--- src/rtl/note_sequencer.sv ---
// note_sequencer: plays a melody stored in a small pattern RAM at a programmable tempo.
// Each entry is {rest, note[2:0], octave[1:0], accident, dur[3:0]}; dur=0 marks end-of-song.
module note_sequencer #(
  parameter int unsigned TICK_DIV   = 100000,
  parameter int unsigned GAP_CYCLES = 1000,
  parameter int unsigned DEPTH      = 32,
  localparam int unsigned AW        = $clog2(DEPTH)
) (
  input  logic          i_clk,
  input  logic          i_rst,
  input  logic          i_play,
  input  logic          i_stop,
  input  logic          i_loop_en,
  input  logic [1:0]    i_tempo_sel,
  input  logic          i_wr_en,
  input  logic [AW-1:0] i_wr_addr,
  input  logic [10:0]   i_wr_data,
  output logic [2:0]    o_note,
  output logic [1:0]    o_octave,
  output logic          o_accident,
  output logic          o_gate,
  output logic          o_busy,
  output logic [AW-1:0] o_step_idx,
  output logic          o_done
);

  localparam int unsigned   CW         = $clog2(TICK_DIV + 1);
  localparam int unsigned   GW         = $clog2(GAP_CYCLES + 2);
  localparam logic [CW-1:0] TICK_DIV_W = CW'(TICK_DIV);
  localparam logic [AW-1:0] LAST_IDX   = AW'(DEPTH - 1);

  typedef enum logic [2:0] {StIdle, StFetch, StDecode, StHold, StGap} state_e;

  state_e        r_state;
  logic [10:0]   r_mem [DEPTH];
  logic [10:0]   r_rd_data;
  logic [2:0]    r_note;
  logic [1:0]    r_octave;
  logic          r_accident;
  logic          r_gate;
  logic          r_done;
  logic [AW-1:0] r_step_idx;
  logic [3:0]    r_remaining;
  logic [CW-1:0] r_tick_cnt;
  logic [CW-1:0] r_period;
  logic [GW-1:0] r_gap_cnt;

  logic          w_rest;
  logic [2:0]    w_note;
  logic [1:0]    w_octave;
  logic          w_accident;
  logic [3:0]    w_dur;
  logic [CW-1:0] w_period;
  logic          w_tick;
  logic          w_gap_last;

  assign w_rest     = r_rd_data[10];
  assign w_note     = r_rd_data[9:7];
  assign w_octave   = r_rd_data[6:5];
  assign w_accident = r_rd_data[4];
  assign w_dur      = r_rd_data[3:0];

  // Period is sampled only on HOLD entry and at each wrap, so tempo changes land on a wrap.
  assign w_period   = TICK_DIV_W >> i_tempo_sel;
  assign w_tick     = (32'(r_tick_cnt) + 32'd1) >= 32'(r_period);
  assign w_gap_last = (32'(r_gap_cnt) + 32'd1) >= GAP_CYCLES;

  // Pattern RAM: writes only while idle, registered read of the current step address.
  always_ff @(posedge i_clk) begin
    if (i_wr_en && (r_state == StIdle)) begin
      r_mem[i_wr_addr] <= i_wr_data;
    end
    r_rd_data <= r_mem[r_step_idx];
  end

  // Sequencer FSM with registered outputs; reset beats stop, stop beats everything else.
  always_ff @(posedge i_clk) begin
    if (i_rst) begin
      r_state     <= StIdle;
      r_note      <= '0;
      r_octave    <= '0;
      r_accident  <= 1'b0;
      r_gate      <= 1'b0;
      r_done      <= 1'b0;
      r_step_idx  <= '0;
      r_remaining <= '0;
      r_tick_cnt  <= '0;
      r_period    <= '0;
      r_gap_cnt   <= '0;
    end else if (i_stop) begin
      r_state <= StIdle;
      r_gate  <= 1'b0;
      r_done  <= 1'b0;
    end else begin
      r_done <= 1'b0;
      case (r_state)
        StIdle: begin
          if (i_play) begin
            r_step_idx <= '0;
            r_state    <= StFetch;
          end
        end
        StFetch: begin
          r_state <= StDecode;
        end
        StDecode: begin
          if (w_dur != 4'd0) begin
            r_note      <= w_note;
            r_octave    <= w_octave;
            r_accident  <= w_accident;
            r_gate      <= ~w_rest;
            r_remaining <= w_dur;
            r_tick_cnt  <= '0;
            r_period    <= w_period;
            r_state     <= StHold;
          end else if (i_loop_en && (r_step_idx != '0)) begin
            r_step_idx <= '0;
            r_state    <= StFetch;
          end else begin
            r_done  <= 1'b1;
            r_state <= StIdle;
          end
        end
        StHold: begin
          if (w_tick) begin
            r_tick_cnt  <= '0;
            r_period    <= w_period;
            r_remaining <= r_remaining - 4'd1;
            if (r_remaining == 4'd1) begin
              r_gate    <= 1'b0;
              r_gap_cnt <= '0;
              r_state   <= StGap;
            end
          end else begin
            r_tick_cnt <= r_tick_cnt + CW'(1);
          end
        end
        StGap: begin
          if (w_gap_last) begin
            // Running off the last entry behaves like an end-of-song marker.
            if (r_step_idx == LAST_IDX) begin
              if (i_loop_en && (r_step_idx != '0)) begin
                r_step_idx <= '0;
                r_state    <= StFetch;
              end else begin
                r_done  <= 1'b1;
                r_state <= StIdle;
              end
            end else begin
              r_step_idx <= r_step_idx + AW'(1);
              r_state    <= StFetch;
            end
          end else begin
            r_gap_cnt <= r_gap_cnt + GW'(1);
          end
        end
        default: begin
          r_state <= StIdle;
        end
      endcase
    end
  end

  assign o_note     = r_note;
  assign o_octave   = r_octave;
  assign o_accident = r_accident;
  assign o_gate     = r_gate;
  assign o_busy     = (r_state != StIdle);
  assign o_step_idx = r_step_idx;
  assign o_done     = r_done;

endmodule
--- config.mk ---
export PLATFORM = sky130hd
export DESIGN_NAME = note_sequencer
export DESIGN_NICKNAME = d
export VERILOG_FILES = /design/src/rtl/note_sequencer.sv
export SDC_FILE = /design/constraint.sdc
export NUM_CORES = 1
export LEC_CHECK = 0
export ABC_AREA = 1
export BUFFER_PORTS_ARGS = -buffer_cell sky130_fd_sc_hd__clkbuf_2
export CAP_MARGIN = 0
export CORE_MARGIN = 2
export CORE_UTILIZATION = 40
export DETAILED_ROUTE_END_ITERATION = 10
export GPL_TIMING_DRIVEN = 1
export HOLD_SLACK_MARGIN = 0.15
export PLACE_DENSITY = 0.66
export SYNTH_ARGS = -nofsm -noshare
export SYNTH_HDL_FRONTEND = slang
export SYNTH_SLANG_ARGS = --single-unit
--- constraint.sdc ---
create_clock -name i_clk -period 4.9 [get_ports i_clk]
set_input_delay 0.49 -clock i_clk [delete_from_list [all_inputs] [get_ports i_clk]]
set_output_delay 0.49 -clock i_clk [all_outputs]
set_load 0.03 [all_outputs]
---- Word level (Yosys, flattened, before mapping) ----
Memory sizes are Yosys's and may differ from the RTL's. A register that Yosys moved wholly into a read port is not among the register bits.
Index checks and enable logic that the tools add are counted.
word-level totals
  RAM bits ................................ 352
  input bits .............................. 24
  register bits after elaboration ......... 64
  word-level logic and storage cells ...... 91
  memories ................................ 1
memories
  name   words  bits a word  read ports  clocked after Yosys merged registers in  wr ports  RTL line  source
  r_mem  32     11           1           1                                        1         35        logic [10:0] r_mem [DEPTH];
operators by class
  magnitude comparators ................... 2
  multiplexer cells ....................... 38
  shift-type cells ........................ 1
  reductions and logical operators ........ 17
  $add $sub $neg .......................... 6
  bitwise gates (word level) .............. 2
  eq/ne operators ......................... 13
operators with widths
  operator                 number
  $mux W17                 4
  $pmux W17 S2             2
  $mux W10                 3
  $mux W5                  5
  $pmux W10 S2             1
  $add A17 B1 Y18 const B  1
  $ge A18 B17 Y1           1
  $add A17 B1 Y17 const B  1
  $shr A17 B2 Y17 const A  1
  $mux W3                  5
  $pmux W3 S5              1
  $pmux W5 S3              1
  $ne A2 B2 Y1 const B     7
  $reduce_and A4 Y1        3
  $add A10 B1 Y11 const B  1
  $ge A11 B10 Y1 const B   1
  $add A10 B1 Y10 const B  1
  $mux W1                  10
  $reduce_and A5 Y1        2
  $mux W4                  2
  $pmux W4 S2              1
  $eq A3 B2 Y1 const B     2
  $reduce_and A3 Y1        2
  $reduce_bool A3 Y1       2
  other kinds (15)         19

---- Depth between registers and ports, before layout ----
Gate-level depths: netlist (run 1).
  word-level depth ........................ 6
  mapped depth ............................ 23
  mapped depth without buffers ............ 22

---- Least setup slack after synthesis (run 1) ----
OpenSTA, ideal clock, no wires.
  path kind ............................... register -> register
  from .................................... register r_tick_cnt[0]
  to ...................................... register r_tick_cnt[15]
  required time ........................... 4783 ps
  setup time .............................. 117 ps
  slack ................................... 2139 ps
  stages on the path, launching flop included .. 22
  arrival ................................. 2644 ps
  cells stage by stage .................... dfxtp_1 ha_1 nand2_1 nor2_1 nand3_1 nor2_1 nand3_1 nor2_1 xor2_1 ha_1 nand2_1 nor2_1 nand2_1 nor3_1 nand3_1 nor2_1 nor2_2 nand3_4 nand2_4 nand2_4 buf_6 nor2_1
on the way
  longest elaborated chain between the ends .. 4
  elaborated cells on any way between the ends .. 5
RTL lines
  what                      RTL line  source
  start: declaration        44        logic [CW-1:0] r_tick_cnt;
  start signal: assignment  135       r_tick_cnt <= r_tick_cnt + CW'(1);
  $add A17 B1 Y18           65        assign w_tick = (32'(r_tick_cnt) + 32'd1) >= 32'(r_period);
  $ge A18 B17 Y1            65
  $mux W17 *                125       if (w_tick) begin
  $pmux W17 S2 *            96        case (r_state)
Every way passes the cells marked *; elsewhere a longest branch is shown, timed or not.
A chain may end at the register's enable or synchronous reset.

---- Final worst setup path (run 1) ----
  from .................................... register r_tick_cnt[0]
  to ...................................... register r_tick_cnt[2]
Same word-level chain as after synthesis.

==> results of run 1 <==
## final cells by class
type	instances	area (um2)
fillers	3981	24200
flip-flops and latches	419	11900
multi-input cells	992	5120
clock buffers	56	1200
well taps	592	741
repair buffers	54	338
inverters	84	323
clock inverters	22	180
## synthesized netlist by cell type, types with 7 or more instances
cell type,n
o221ai_1,62
o21ai_1,8
o22ai_1,27
a32oi_1,8
clkbuf_1,65
ha_1,26
a21oi_1,22
dfxtp_1,67
nor2_1,331
nand3_1,62
edfxtp_1,352
nand2_1,129
buf_2,11
inv_1,77
o21ai_0,225
xor2_1,10
nand2_2,7
nor3_1,8
nor2_2,13
a31oi_1,11
nand4_1,11
## kinds of logic (layout without fill, tap and decap cells)
kind of cell               count (synthesis)  count (layout)  share of synthesized area
AOI/OAI and AO/OA                        374             374                      0.125
buffers and inverters                    172             216                     0.0404
adders and majority gates                 26              26                     0.0183
DFF                                      419             419                      0.671
and+or+nand+nor                          580             580                      0.139
xor gates and xnor gates                  12              12                    0.00592
## per-stage QoR
stage	cell area [um2]	instances	total power, uW	util
6_report	19800	2219	7390	0.450
5_1_grt	19800	2219	7610	0.450
4_1_cts	19800	2219	7430	0.450
3_5_place_dp	18400	2141	4270	0.419
3_3_place_gp	18400	2141	4270	0.419
2_1_floorplan	17800	1583	4140	-
## final timing paths
kind                                     from             end  depth (start not counted)
worst max-delay path            r_tick_cnt[0]   r_tick_cnt[2]                         20
worst min-delay path                    i_rst  r_remaining[1]                          2
worst max register to register  r_tick_cnt[0]   r_tick_cnt[2]                         20
worst min register to register   r_rd_data[5]     o_octave[0]                          2
## power breakdown
part | internal (uW) | leakage [uW] | switching (uW)
logic | 67.6 | 0.00239 | 212
clock network | 1840 | 0.000669 | 1360
registers | 3900 | 0.00372 | 19.2
## state kept, by name, indices dropped and copies added (netlist names), 4 cells and up
signal,count
o_step_idx,5
r_gap_cnt,10
r_mem,352
r_period,9
r_rd_data,11
r_remaining,4
r_tick_cnt,17
## critical path, delay by kind of cell, from the launching register on
kind / cells / cell delay [ns]
adder cells (fa/ha/maj): 2 / 0.47
AND/OR/NAND/NOR: 17 / 2.14
XOR/XNOR: 1 / 0.21
flip-flops: 1 / 0.42
## metal layers
layer | wire length (um) | vias to the layer above
met5 | 0 | -
met4 | 1200 | 0
met3 | 2870 | 77
met2 | 20500 | 418
met1 | 18500 | 5950
li1 | - | 5702
==> qor.csv, run 1 <==
metric,value,unit
Worst Path Required,5.38,ns
Final WS setup,1.55,ns
Ant. Diodes,0,
initial antenna violation count,0,
Crit Path Max Fanout,19,
status,"finished, final reports clean",
die height,215,um
CP endpoint kind,flip-flop,
gpl congestion,0.835,
Peak VDD IR,263,uV
period utilisation layout,0.683,
Post-Syn Instances,1583,
fin nets,1644,
"commonest non-fill, non-tap cells in the layout","edfxtp_1 (352), nor2_1 (331), o21ai_0 (225), nand2_1 (129), inv_1 (77)",
final hold slack,0.187,ns
Rows,77,
first-pass GRT wire length,66200,um
fmax,0.299,GHz
detailed-placement wirelength estimate,25500,um
full die area,46100,um2
Clock Pin Slew Worst Setup and Hold Paths,0.06,ns
LEAKAGE,0.00678,uW
die span in x,215,um
Synth top area share,0.595,
final wirelength,43100,um
most frequent CP cell,nor2_1,
CTS tree,yes,
Synth Area per Inst,11.2,um2
Routed Antenna Nets,0,
clock root buffer,clkbuf_16,
final slew viol count,0,
DR DRC count,0,
post-CTS setup buffer count,0,
vias in the first global route,11347,
Clock Path Buffers,3,
Max Cap Viol,0,
"area leader, netlist",edfxtp_1,
layout cells sized above 1,0.101,
setup_tns,0,ns
DR pass1 iterations,5,
slew margin rel.,0.140,
worst reg2reg setup slack,1.55,ns
# port buffers,37,
"Critical Path, Cell by Cell","ha_1, nand2_1, nor2_1, nand3_1, nor2_1, nand3_1, nor2_1, xor2_1, ha_1, nand2_1, nor2_1, nand2_1, nor3_1, nand3_1, nor2_1, nor2_2, nand3_4, nand2_4, nand2_4, nor3_1",
CP max stage delay,0.42,ns
starting density of the core,0.403,
starting DRC count in detailed routing,1272,
WS Path Type,flip-flop to flip-flop,
met3 GRT Util,0.0284,
drt via density,5.47,
DR vias,12147,
Async SR Flop Fraction,0,
"Seq/Total Area, Yosys",0.671,
Mapped Area,17800,um2
Final setup viols,0,
# IOs,38,
Final Skew,0.0179,ns
YS warnings,0,
Hold Buf Count CTS,0,
Skew-Pair Late Insertion Delay,0.57,ns
global route total overflow,0,
final hold vios,0,
PD cells,373,nW/um2
busiest layer in global routing,met2,
HP Class,input port to flip-flop,
slowest CP cell,dfxtp_1,
"flops & latches, synth",419,
Synth area leaders,"edfxtp_1 (60%), dfxtp_1 (7.6%), nor2_1 (7.0%)",
RSZ-0062 raised after global routing,no,
Cell variety after synth,44,
GR Util met1,0.254,
core area,44000,um2
Startpoint Class,flip-flop,
post-layout min period,3.35,ns
gr usage total,0.185,
worst-margin pin slew,1.29,ns
ys flop type,edfxtp_1,
worst path arrival time,3.82,ns
post_cts resized,0,
Clock Sink Count,419,
DP Worst Slack,1.57,ns
GRT met2 Usage,0.301,
"commonest non-fill, non-tap cell in the layout",edfxtp_1,
"EDFF count, synth",352,
DR WL/cell,19.4,um
Post-Syn Nets,1633,
Area Overhead vs Synth,11.7,%
pin count of the biggest net entering global routing,128,
Inserted Clock Buffers,43,
number of H-tree levels,2,
Power figures use the tool's default switching activity.
==> inputs of run 2 (changes only) <==
--- a/config.mk
+++ b/config.mk
@@ -5,7 +5,7 @@
 export SDC_FILE = /design/constraint.sdc
 export NUM_CORES = 1
 export LEC_CHECK = 0
-export ABC_AREA = 1
+export ABC_AREA = 0
 export BUFFER_PORTS_ARGS = -buffer_cell sky130_fd_sc_hd__clkbuf_2
 export CAP_MARGIN = 0
 export CORE_MARGIN = 2
==> constraint.sdc (replaced) <==
create_clock -name i_clk -period 3.3 [get_ports i_clk]
set_input_delay 0.33 -clock i_clk [delete_from_list [all_inputs] [get_ports i_clk]]
set_output_delay 0.33 -clock i_clk [all_outputs]
set_load 0.03 [all_outputs]
==> qor.csv, run 2 <==
metric,value,unit,change
setup_tns,0,ns,unchanged
"Seq/Total Area, Yosys",0.692,,+0.0206
Crit Path Max Fanout,5,,-14
Clock Pin Slew Worst Setup and Hold Paths,0.06,ns,about the same
Worst Path Required,3.76,ns,-1.62 ns
number of H-tree levels,2,,unchanged
FF-to-FF Start,r_tick_cnt[1],,
PD cells,535,nW/um2,+43%
"commonest non-fill, non-tap cell in the layout",edfxtp_1,,
largest registers,"r_mem x352, r_tick_cnt x17, r_rd_data x11",,
Cell variety after synth,68,,+55%
Post-Syn Nets,1061,,-35%
Final Skew,0.0185,ns,+0.000538 ns
global route total overflow,0,,unchanged
Inserted Clock Buffers,43,,unchanged
Mapped Area,17200,um2,-3.0%
DR WL/cell,20.8,um,+6.9%
clock share of power,0.439,,+0.007
"commonest non-fill, non-tap cells in the layout","edfxtp_1 (352), mux4_2 (110), nor2_1 (93), nand2_1 (73), buf_4 (59)",,
Rows,76,,-1.3%
"flops & latches, synth",419,,unchanged
clock root buffer,clkbuf_16,,
# port buffers,37,,unchanged
full die area,44700,um2,-2.9%
layout cells sized above 1,0.276,,+0.175
worst-margin pin slew,0.747,ns,-0.539 ns
slew margin rel.,0.500,,+0.361
Synth top cells by count,"edfxtp_1 (352), mux4_2 (110), nor2_1 (96), nand2_1 (73), dfxtp_1 (67)",,
Async SR Flop Fraction,0,,unchanged
Skew-Pair Late Insertion Delay,0.57,ns,about the same
"area leader, netlist",edfxtp_1,,
Post-Syn Instances,1011,,-36%
design area,19900,um2,+0.32%
starting density of the core,0.403,,-0.000680
hold path cells,3,,+1
Ant. Diodes,0,,unchanged
gr usage total,0.160,,-0.0246
gpl congestion,0.855,,+2.3%
first-pass GRT wire length,53700,um,-19%
ys flop type,edfxtp_1,,
Post-Layout Cell Count,1690,,-24%
Final setup viols,0,,unchanged
hold_sp,i_loop_en,,
share of power burned in registers,0.542,,+0.012
starting DRC count in detailed routing,925,,-27%
worst path arrival time,3.61,ns,-0.21 ns
vias in the first global route,8936,,-21%
DR DRC count,0,,unchanged
post-layout min period,3.14,ns,-0.203 ns
detailed-placement wirelength estimate,21900,um,-14%
Routed Antenna Nets,0,,unchanged
worst reg2reg setup slack,0.16,ns,-1.40 ns
final wirelength,35100,um,-19%
DR vias,9095,,-25%
status,"finished, final reports clean",,
Clock Path Buffers,3,,unchanged
die height,212,um,-1.5%
Clock Sink Count,419,,unchanged
fmax,0.318,GHz,+6.5%
final hold vios,0,,unchanged
Peak VDD IR,359,uV,+37%
Area Overhead vs Synth,15.4,%,
final hold slack,0.252,ns,+0.0652 ns
Synth top area share,0.614,,+0.0183
final core utilization,0.465,,+0.0145
Comb pwr share,0.018,,-0.020
Switching Power,2150,uW,+35%
R2R cell count,14,,-30%
HP Class,input port to flip-flop,,
WS Path Type,flip-flop to flip-flop,,
YS warnings,0,,unchanged
CP endpoint kind,flip-flop,,
die span in x,212,um,-1.5%
period utilisation layout,0.953,,+0.270
"EDFF count, synth",352,,unchanged
Placed Area,18300,um2,-0.71%
DP Cell Count,1598,,-25%
Int Power,8490,uW,+46%
pin count of the biggest net entering global routing,50,,-61%
DR pass1 iterations,5,,unchanged
top-count cell post-synth,edfxtp_1,,
largest register by flop count,r_mem,,
Synth Area per Inst,17.0,um2,+52%
Hold Path Sink,o_done,,
initial antenna violation count,0,,unchanged
Largest register FFs,352,,unchanged
fin nets,1160,,-29%
final slew viol count,0,,unchanged
Startpoint Class,flip-flop,,
Max Cap Viol,0,,unchanged
switching share of power,0.202,,-0.0133
# IOs,38,,unchanged
drt via density,5.38,,-1.7%
CTS tree,yes,,
LEAKAGE,0.00640,uW,-5.5%
core area,42800,um2,-2.8%
worst r2r dst,r_gap_cnt[9],,
Synth area leaders,"edfxtp_1 (61%), mux4_2 (14%), dfxtp_1 (7.8%)",,
run 2: changes by cell type in the layout (fill, tap and decap cells not counted), sizes merged, moves of 15 or more:
cell and change:
inv -53, o221ai -62, mux2i +15, mux4 +110, o22ai -24, nand2 -66, buf +47, xnor2 +18
nor2 -251, o21ai -223, nand3 -43
run 2: layout make-up:
class                   instances  area (um2)
well taps                     546         683
flip-flops and latches        419       11900
repair buffers                105         759
clock buffers                  57        1130
inverters                      28         105
fillers                      3684       22900
multi-input cells             513        5050
clock inverters                22         228
run 2: repair_timing:
action	4_1_cts	5_1_grt
hold buffers	4	0
endpoints found under the setup margin	8	40
cloned	0	1
pin swaps	0	14
gates resized for setup	2	24
endpoints found under the hold margin	6	0
buffers inserted	0	8
run 2: worst max path at each step:
stage / from / to / slack, ns / cells after the start
final: r_tick_cnt[1] / r_gap_cnt[9] / 0.16 / 14
after global placement: r_tick_cnt[1] / r_gap_cnt[3] / 0.06 / 15
after CTS: r_tick_cnt[1] / r_gap_cnt[5] / 0.06 / 15
after floorplan: r_tick_cnt[1] / r_gap_cnt[3] / 0.03 / 16
after detailed placement: r_tick_cnt[1] / r_gap_cnt[3] / -0.05 / 15
after global routing: r_tick_cnt[1] / r_gap_cnt[9] / -0.03 / 15
run 2: power groups by stage:
stage	Clock (uW)	Sequential, uW	Combinational (uW)
floorplan	0	5880	72.7
global placement	0	5880	183
detailed placement	0	5880	191
CTS	4790	5770	195
global route	4990	5770	214
finish	4670	5770	196
run 2: cells by family after synthesis:
kind of cell               share of synthesized area
AOI/OAI and AO/OA                             0.0333
DFF                                            0.692
muxes                                          0.153
buffers and inverters                         0.0220
adders and majority gates                     0.0189
and+or+nand+nor                               0.0664
xor gates and xnor gates                      0.0153
run 2: through the flow:
| step | worst slack (ns) | power [uW] |
|---|---|---|
| global placement | 0.0551 | 6070 |
| CTS | 0.0582 | 10800 |
| finish | 0.156 | 10600 |
| detailed placement | -0.0464 | 6080 |
| global route | -0.0345 | 11000 |
| floorplan | 0.0318 | 5960 |
run 2: layer usage:
metal  share of wire  global-route usage
met5               0                   0
met2            0.45               0.236
met1            0.47               0.242
met3           0.068              0.0335
met4           0.016              0.0454
run 2: critical path, stage by stage, from the launching register on:
cell and delay, ns:
dfxtp_2 0.35, buf_4 0.14, nand4_4 0.11, or2_4 0.27, nor2_4 0.13, nand3_2 0.10, xnor2_1 0.15, ha_1 0.33
a21oi_2 0.17, o2111a_1 0.24, o31ai_2 0.08, a211oi_2 0.37, or3_4 0.23, nor2_2 0.07, o311ai_2 0.29
==> inputs of run 3 (changes only) <==
==> constraint.sdc (replaced) <==
create_clock -name i_clk -period 4 [get_ports i_clk]
set_input_delay 0.4 -clock i_clk [delete_from_list [all_inputs] [get_ports i_clk]]
set_output_delay 0.4 -clock i_clk [all_outputs]
set_load 0.03 [all_outputs]
==> qor.csv, run 3 (same netlist as run 2, synthesis figures left out) <==
metric,value,unit,change
FF-to-FF Start,r_tick_cnt[0],,
worst r2r dst,r_gap_cnt[6],,
Startpoint Class,flip-flop,,
RSZ-0062 raised after global routing,no,,
Clock Sink Count,419,,unchanged
R2R cell count,15,,+1
# IOs,38,,unchanged
DP Cell Count,1582,,-1.0%
gpl congestion,0.883,,+3.3%
Final Skew,0.0214,ns,+0.00292 ns
HP Class,input port to flip-flop,,
status,"finished, final reports clean",,
starting density of the core,0.403,,unchanged
vias in the first global route,8818,,-1.3%
Multi-input gate area,4940,um2,-2.1%
CP endpoint kind,flip-flop,,
period utilisation layout,0.933,,-0.0197
Final setup viols,0,,unchanged
post-CTS setup buffer count,0,,unchanged
LEAKAGE,0.00627,uW,-2.2%
Clock Pin Slew Worst Setup and Hold Paths,0.06,ns,about the same
DR vias,9062,,-0.36%
DR pass1 iterations,5,,unchanged
# port buffers,37,,unchanged
Worst Path Required,4.44,ns,+0.68 ns
register area,11900,um2,about the same
worst reg2reg setup slack,0.27,ns,+0.11 ns
Inserted Clock Buffers,44,,+2.3%
final wirelength,35200,um,+0.26%
final slew viol count,0,,unchanged
hold_sp,i_play,,
Final WS setup,0.268,ns,+0.112 ns
initial antenna violation count,0,,unchanged
FILL cells,3612,,-2.0%
Post-Layout Cell Count,1662,,-1.7%
Clock Path Buffers,3,,unchanged
Area Overhead vs Synth,13.7,%,
layout cells sized above 1,0.237,,-0.0388
setup_tns,0,ns,unchanged
largest registers,"r_mem x352, r_tick_cnt x17, r_rd_data x11",,
starting DRC count in detailed routing,955,,+3.2%
fmax,0.268,GHz,-16%
worst-margin pin slew,1.07,ns,+0.325 ns
"commonest non-fill, non-tap cell in the layout",edfxtp_1,,
Crit Path Max Fanout,10,,+5
Skew-Pair Late Insertion Delay,0.57,ns,about the same
slew margin rel.,0.283,,-0.217
die height,212,um,unchanged
first-pass GRT wire length,54300,um,+1.0%
largest register by flop count,r_mem,,
final hold vios,0,,unchanged
drt via density,5.45,,+1.3%
die span in x,212,um,unchanged
Rows,76,,unchanged
pin count of the biggest net entering global routing,40,,-20%
hold path cells,3,,unchanged
fin nets,1135,,-2.2%
Largest register FFs,352,,unchanged
Ant. Diodes,0,,unchanged
"commonest non-fill, non-tap cells in the layout","edfxtp_1 (352), mux4_2 (110), nor2_1 (96), nand2_1 (73), dfxtp_1 (64)",,
CTS tree,yes,,
worst path arrival time,4.17,ns,+0.56 ns
Max Cap Viol,0,,unchanged
DR WL/cell,21.2,um,+2.0%
clock root buffer,clkbuf_16,,
DP Worst Slack,0.297,ns,+0.344 ns
core area,42800,um2,unchanged
Final Power,8820,uW,-17%
post-layout min period,3.73,ns,+0.588 ns
DR DRC count,0,,unchanged
Hold Path Sink,r_state[1],,
gr usage total,0.161,,+0.000996
WS Path Type,flip-flop to flip-flop,,
detailed-placement wirelength estimate,22000,um,+0.42%
Peak VDD IR,284,uV,-21%
full die area,44700,um2,unchanged
final hold slack,0.208,ns,-0.0443 ns
global route total overflow,0,,unchanged
PD cells,450,nW/um2,-16%
Routed Antenna Nets,0,,unchanged
number of H-tree levels,2,,unchanged
## run 3: where the power goes
part	internal, uW	switching [uW]
registers	4750	8.21
logic	35.3	121
clock network	2230	1670
## run 3: worst max path at each step
| stage | from | to | slack [ns] | cells after the start |
|---|---|---|---|---|
| after floorplan | r_tick_cnt[0] | r_gap_cnt[3] | 0.56 | 16 |
| after global placement | r_tick_cnt[0] | r_gap_cnt[3] | 0.44 | 15 |
| after detailed placement | r_tick_cnt[0] | r_gap_cnt[6] | 0.30 | 15 |
| after CTS | r_tick_cnt[0] | r_gap_cnt[6] | 0.28 | 15 |
| after global routing | r_tick_cnt[0] | r_gap_cnt[6] | 0.01 | 15 |
| final | r_tick_cnt[0] | r_gap_cnt[6] | 0.27 | 15 |
## run 3: area by class of cell
cell class,instances,share of cell area
Sequential cell,419,0.609
Multi-Input combinational cell,512,0.252
Clock buffer,51,0.0576
Tap cell,546,0.0349
Timing Repair Buffer,80,0.0289
Clock inverter,26,0.0126
Inverter,28,0.00537
## run 3: through the flow
stage / instance area, um2 / utilization
after floorplan: 17200 / -
after global placement: 18200 / 0.425
after detailed placement: 18200 / 0.425
after CTS: 19600 / 0.458
after global routing: 19600 / 0.458
final: 19600 / 0.458
## run 3: metal layers
layer  GRT usage  up-vias  share of wire
li1            -     4129              -
met1       0.243     4630           0.47
met2       0.240      258           0.45
met3      0.0337       45          0.062
met4      0.0403        0          0.019
met5           0        -              0
## run 3: timing repair
item,in CTS,in global routing
hold buffers,3,0
endpoints found under the hold margin,4,0
resized for setup,0,0
## run 3: worst max-delay path, cell delays in order, from the launching register on
cell      delay, ns
dfxtp_1        0.44
ha_1           0.25
nand3_1        0.15
nor2_1         0.19
nand4_1        0.17
or2_2          0.37
nor2_1         0.12
xor2_1         0.09
ha_1           0.30
inv_1          0.05
o2111a_1       0.25
o31ai_2        0.06
a211oi_2       0.08
or3_1          0.58
o311ai_1       0.35
o21ai_0        0.14
